===== config.mk =====
export PLATFORM = sky130hd
export DESIGN_NAME = logic16_arbiter
export DESIGN_NICKNAME = d
export VERILOG_FILES = /design/src/rtl/logic16_pkg.sv /design/src/rtl/logic16_unit.sv /design/src/rtl/logic16_arbiter.sv
export SDC_FILE = /design/constraint.sdc
export NUM_CORES = 1
export LEC_CHECK = 0
export ABC_AREA = 1
export ABC_CLOCK_PERIOD_IN_PS = 1420
export CORE_MARGIN = 4
export CORE_UTILIZATION = 40
export CTS_CLUSTER_DIAMETER = 120
export DETAILED_ROUTE_END_ITERATION = 12
export PLACE_DENSITY = 0.69
export SLEW_MARGIN = 20
export SYNTH_ARGS = -nofsm -noshare
export SYNTH_HDL_FRONTEND = slang
export SYNTH_HIERARCHICAL = 1
export SYNTH_SLANG_ARGS = --single-unit

===== constraint.sdc =====
create_clock -name clk -period 1.42 [get_ports clk]
set_clock_uncertainty 0.1 [all_clocks]
set_input_delay 0.284 -clock clk [delete_from_list [all_inputs] [get_ports clk]]
set_output_delay 0.284 -clock clk [all_outputs]
set_load 0.005 [all_outputs]

===== src/rtl/logic16_pkg.sv =====
// Shared opcode and FSM encodings for the shared 16-bit logic unit arbiter.
package logic16_pkg;

  localparam logic [1:0] OP_AND  = 2'b00;
  localparam logic [1:0] OP_OR   = 2'b01;
  localparam logic [1:0] OP_XOR  = 2'b10;
  localparam logic [1:0] OP_NAND = 2'b11;

  typedef enum logic [1:0] {
    ST_IDLE = 2'b00,
    ST_EXEC = 2'b01,
    ST_DONE = 2'b10
  } state_t;

endpackage


===== src/rtl/logic16_unit.sv =====
// Combinational bitwise logic unit: AND / OR / XOR / NAND, no carry.
module logic16_unit
  import logic16_pkg::*;
#(
  parameter int unsigned W = 16
) (
  input  logic [W-1:0] a,
  input  logic [W-1:0] b,
  input  logic [1:0]   op,
  output logic [W-1:0] y
);

  // Select the bitwise function by opcode
  always_comb begin
    y = '0;
    case (op)
      OP_AND:  y = a & b;
      OP_OR:   y = a | b;
      OP_XOR:  y = a ^ b;
      OP_NAND: y = ~(a & b);
      default: y = '0;
    endcase
  end

endmodule


===== src/rtl/logic16_arbiter.sv =====
// Round-robin arbiter sharing one logic16_unit between NREQ requesters,
// with a single registered result slot and valid/ready handshake.
module logic16_arbiter
  import logic16_pkg::*;
#(
  parameter int unsigned W    = 16,
  parameter int unsigned NREQ = 2,
  parameter int unsigned IDW  = 1
) (
  input  logic                clk,
  input  logic                reset,
  input  logic [NREQ-1:0]     req,
  input  logic [2*NREQ-1:0]   op,
  input  logic [W*NREQ-1:0]   a,
  input  logic [W*NREQ-1:0]   b,
  output logic [NREQ-1:0]     gnt,
  output logic [W-1:0]        out_result,
  output logic [IDW-1:0]      out_id,
  output logic                out_valid,
  input  logic                out_ready,
  output logic                busy
);

  state_t           state_q;
  logic [1:0]       op_q;
  logic [W-1:0]     a_q;
  logic [W-1:0]     b_q;
  logic [W-1:0]     unit_y;
  logic [IDW-1:0]   id_q;
  logic [IDW-1:0]   last_q;
  logic [IDW-1:0]   win;
  logic [NREQ-1:0]  win_oh;

  // Scan from last+NREQ down to last+1 so the nearest requester after last wins
  function automatic logic [IDW-1:0] rr_pick(input logic [NREQ-1:0] r,
                                             input logic [IDW-1:0]  last);
    logic [IDW-1:0] pick;
    int unsigned    idx;
    pick = last;
    for (int unsigned i = NREQ; i > 0; i--) begin
      idx = (32'(last) + i) % NREQ;
      if (r[idx]) pick = IDW'(idx);
    end
    return pick;
  endfunction

  logic16_unit #(.W(W)) u_unit (
    .a  (a_q),
    .b  (b_q),
    .op (op_q),
    .y  (unit_y)
  );

  // Round-robin winner and its one-hot grant vector
  always_comb begin
    win         = rr_pick(req, last_q);
    win_oh      = '0;
    win_oh[win] = 1'b1;
  end

  assign busy = (state_q != ST_IDLE);

  // Grant / execute / hold-result sequencing
  always_ff @(posedge clk) begin
    if (reset) begin
      state_q    <= ST_IDLE;
      gnt        <= '0;
      out_valid  <= 1'b0;
      out_result <= '0;
      out_id     <= '0;
      last_q     <= IDW'(NREQ - 1);
      id_q       <= '0;
      op_q       <= '0;
      a_q        <= '0;
      b_q        <= '0;
    end else begin
      gnt <= '0;
      case (state_q)
        ST_IDLE: begin
          if (|req) begin
            op_q    <= op[2*win +: 2];
            a_q     <= a[W*win +: W];
            b_q     <= b[W*win +: W];
            id_q    <= win;
            last_q  <= win;
            gnt     <= win_oh;
            state_q <= ST_EXEC;
          end
        end
        ST_EXEC: begin
          out_result <= unit_y;
          out_id     <= id_q;
          out_valid  <= 1'b1;
          state_q    <= ST_DONE;
        end
        ST_DONE: begin
          if (out_ready) begin
            out_valid <= 1'b0;
            state_q   <= ST_IDLE;
          end
        end
        default: state_q <= ST_IDLE;
      endcase
    end
  end

endmodule

==> out/results.ini <==
[run_status]
status = finished, final reports clean

[critical_path]
r2r-start = op_q[1]
rr_worst_depth = 7
regToRegEndpoint = out_result[5]
reg2reg_slack_ns = 0.08
cp-start-kind = flip-flop
cp.required_ns = 1.56
startpoint = op_q[1]
path_class = flip-flop to flip-flop
crit_end = out_result[5]
end_kind = flip-flop
crit_arrival_ns = 1.48
cp_max_fo = 18

[cells_and_area]
fin_cells = 833
utilization = 0.559
nets = 800
diodes = 0
fillers = 953
drive_gt1_frac = 0.126
area_delta_synth_final_pct = 36.6

[place]
placed_cells = 815
hpwl_mm = 8.16
io_buffers = 93
place.gp.congestion = 0.829

[logic_synthesis]
yosysWarningCount = 6
synth.distinct_cells = 25
synthArstFlopShare = 0
synthTopCellsByArea = dfxtp_1, nand3_1, inv_1
syn-instance-count = 592
syn-cell-area_sq_mm = 0.00400
synth_top_cell_by_area = dfxtp_1
avgSynthCellArea_sq_um = 6.76
synthTopCellsByCount = inv_1, nand3_1, nand2_1, dfxtp_1, nor2_1
synth_edf_count = 0
yosysSeqAreaShare = 0.290
synth_seq_cells = 58
synth_ff_type = dfxtp_1
synth_nets = 697
synth.most_common_cell = inv_1
yosysTopAreaCellShare = 0.290

[sta]
rsz0062_at_grt = no
worst_pin_slew_ns = 0.349
hold_viol = 0
maxSlewViolCount = 0
min_period_ns = 1.34
setup_viol = 0
timing.slew.headroom = 0.766
fmax_mhz = 746
timing.final.crit_share = 0.944

[floorplan]
initial_core_util = 0.409
die_h_um = 108
rows = 36
io_pins = 94
core_sq_mm = 0.00977
dieWidth_um = 108
fp.dieArea_sq_mm = 0.0117

[pwr]
p_total_uw = 5480
p_leak_uw = 0.00277
peakVddDrop_uv = 427
power_density_mw_per_mm2 = 1000

[routing]
drt_first_pass_iters = 6
via_per_inst = 4.91
postRouteWirelength_mm = 11.3
drtIter0Drc = 228
wl_met3_um = 618
detail_route.wl_per_cell_um = 13.6
vias = 4089
wl_met1_mm = 4.66
highest_layer = met4
ant_nets = 0
drc = 0
wl_met2_mm = 5.83

[grt]
grt_overflow_total = 0
antenna_found_initial = 0
grt_pass1_vias = 4016
grt_max_degree = 40
gr-usage-all-layers = 0.196
grt_pass1_wl_mm = 18.3

[worst_hold_path]
hold_class = input port to flip-flop
hp-start = req[1]

[clocking]
numCtsBuffers = 9
root_buffer = clkbuf_8
cts_buffer_depth = 2
path_clk_slew_ns = 0.07
cts-hold-fix-buffers = 0
cts_tree = built
htreeDepth = 3
clk_latency_ns = 0.34
cts_sinks = 58

[flow_run]
cap_violations = 0

## routing by layer
| metal | track usage | up-vias |
|---|---|---|
| li1 | - | 2069 |
| met1 | 0.228 | 1886 |
| met2 | 0.363 | 115 |
| met3 | 0.0376 | 19 |
| met4 | 0.0577 | 0 |
| met5 | 0 | - |
## state kept, by name, summed over array words and instances (netlist names), 2 cells and up
| name | cells |
|---|---|
| a_q | 16 |
| b_q | 16 |
| out_result | 16 |
| gnt | 2 |
| op_q | 2 |
| state_q | 2 |
## layout make-up
class,count,area (sq um),area share
Tap cell,133,166,0.0304
Clock buffer,11,131,0.0240
Timing Repair Buffer,126,1330,0.244
Multi-Input combinational cell,359,2080,0.380
Sequential cell,58,1170,0.214
Clock inverter,5,55.1,0.0101
Inverter,141,534,0.0978
## logic make-up (layout without fill, tap and decap cells)
family                   Yosys count  after routing  share of synthesized area
AO/OA/AOI/OAI                     55             55                     0.0694
adder cells (fa/ha/maj)           32             32                      0.100
buffers and inverters            175            283                      0.191
flip-flops                        58             58                      0.290
AND/OR/NAND/NOR                  272            272                      0.349
## power breakdown
group / internal (uW) / switching [uW] / leakage (uW)
clock network: 804 / 691 / 0.0000893
logic: 940 / 1060 / 0.00220
registers: 1830 / 145 / 0.000482
total: 3580 / 1900 / 0.00277
## worst min path at each step
stage	endpoint	slack, ns	cells after the start
global placement	id_q	0.35	2
CTS	id_q	0.38	2
global route	gnt[0]	0.29	4
floorplan	id_q	0.34	2
finish	gnt[0]	0.26	4
detailed placement	id_q	0.37	2
## placed cells by master, fill, tap and decap left out, types with 6 or more instances in the layout
master             n
clkdlybuf4s50_1   70
dlygate4sd2_1     20
a21oi_1           35
dfxtp_1           53
nand4_2           10
ha_1              32
nand3_1          135
nor2_1            38
buf_4             18
nand2_1           61
inv_1            137
nand2_2           14
buf_12            14
o21ai_0           18
nand4_1            6
clkbuf_8           9
## metrics by stage
stage                     area, sq um  hold slack (ns)  setup slack, ns  setup TNS [ns]
after floorplan                  4000            0.344            0.200               0
after global placement           5280            0.355           -0.267           -7.78
after detailed placement         5280            0.367           -0.290           -8.84
after CTS                        5460            0.377           0.0285               0
after global routing             5470            0.288          0.00694               0
final                            5470            0.262           0.0791               0
## repair_timing
| item | CTS | global route |
|---|---|---|
| gates resized for setup | 25 | 7 |
| buffers inserted | 2 | 0 |
| gates cloned | 0 | 0 |
| pin swaps | 0 | 1 |
| endpoints found under the setup margin | 21 | 17 |
## worst max-delay path: stages, from the launching register on
cell	delay [ns]
dfxtp_1	0.36
buf_12	0.18
nor2_8	0.08
buf_4	0.16
nand2_2	0.06
nand4_2	0.11
nor2_1	0.13
nor2_1	0.05
Note: power is estimated with default switching activity, not from simulation.
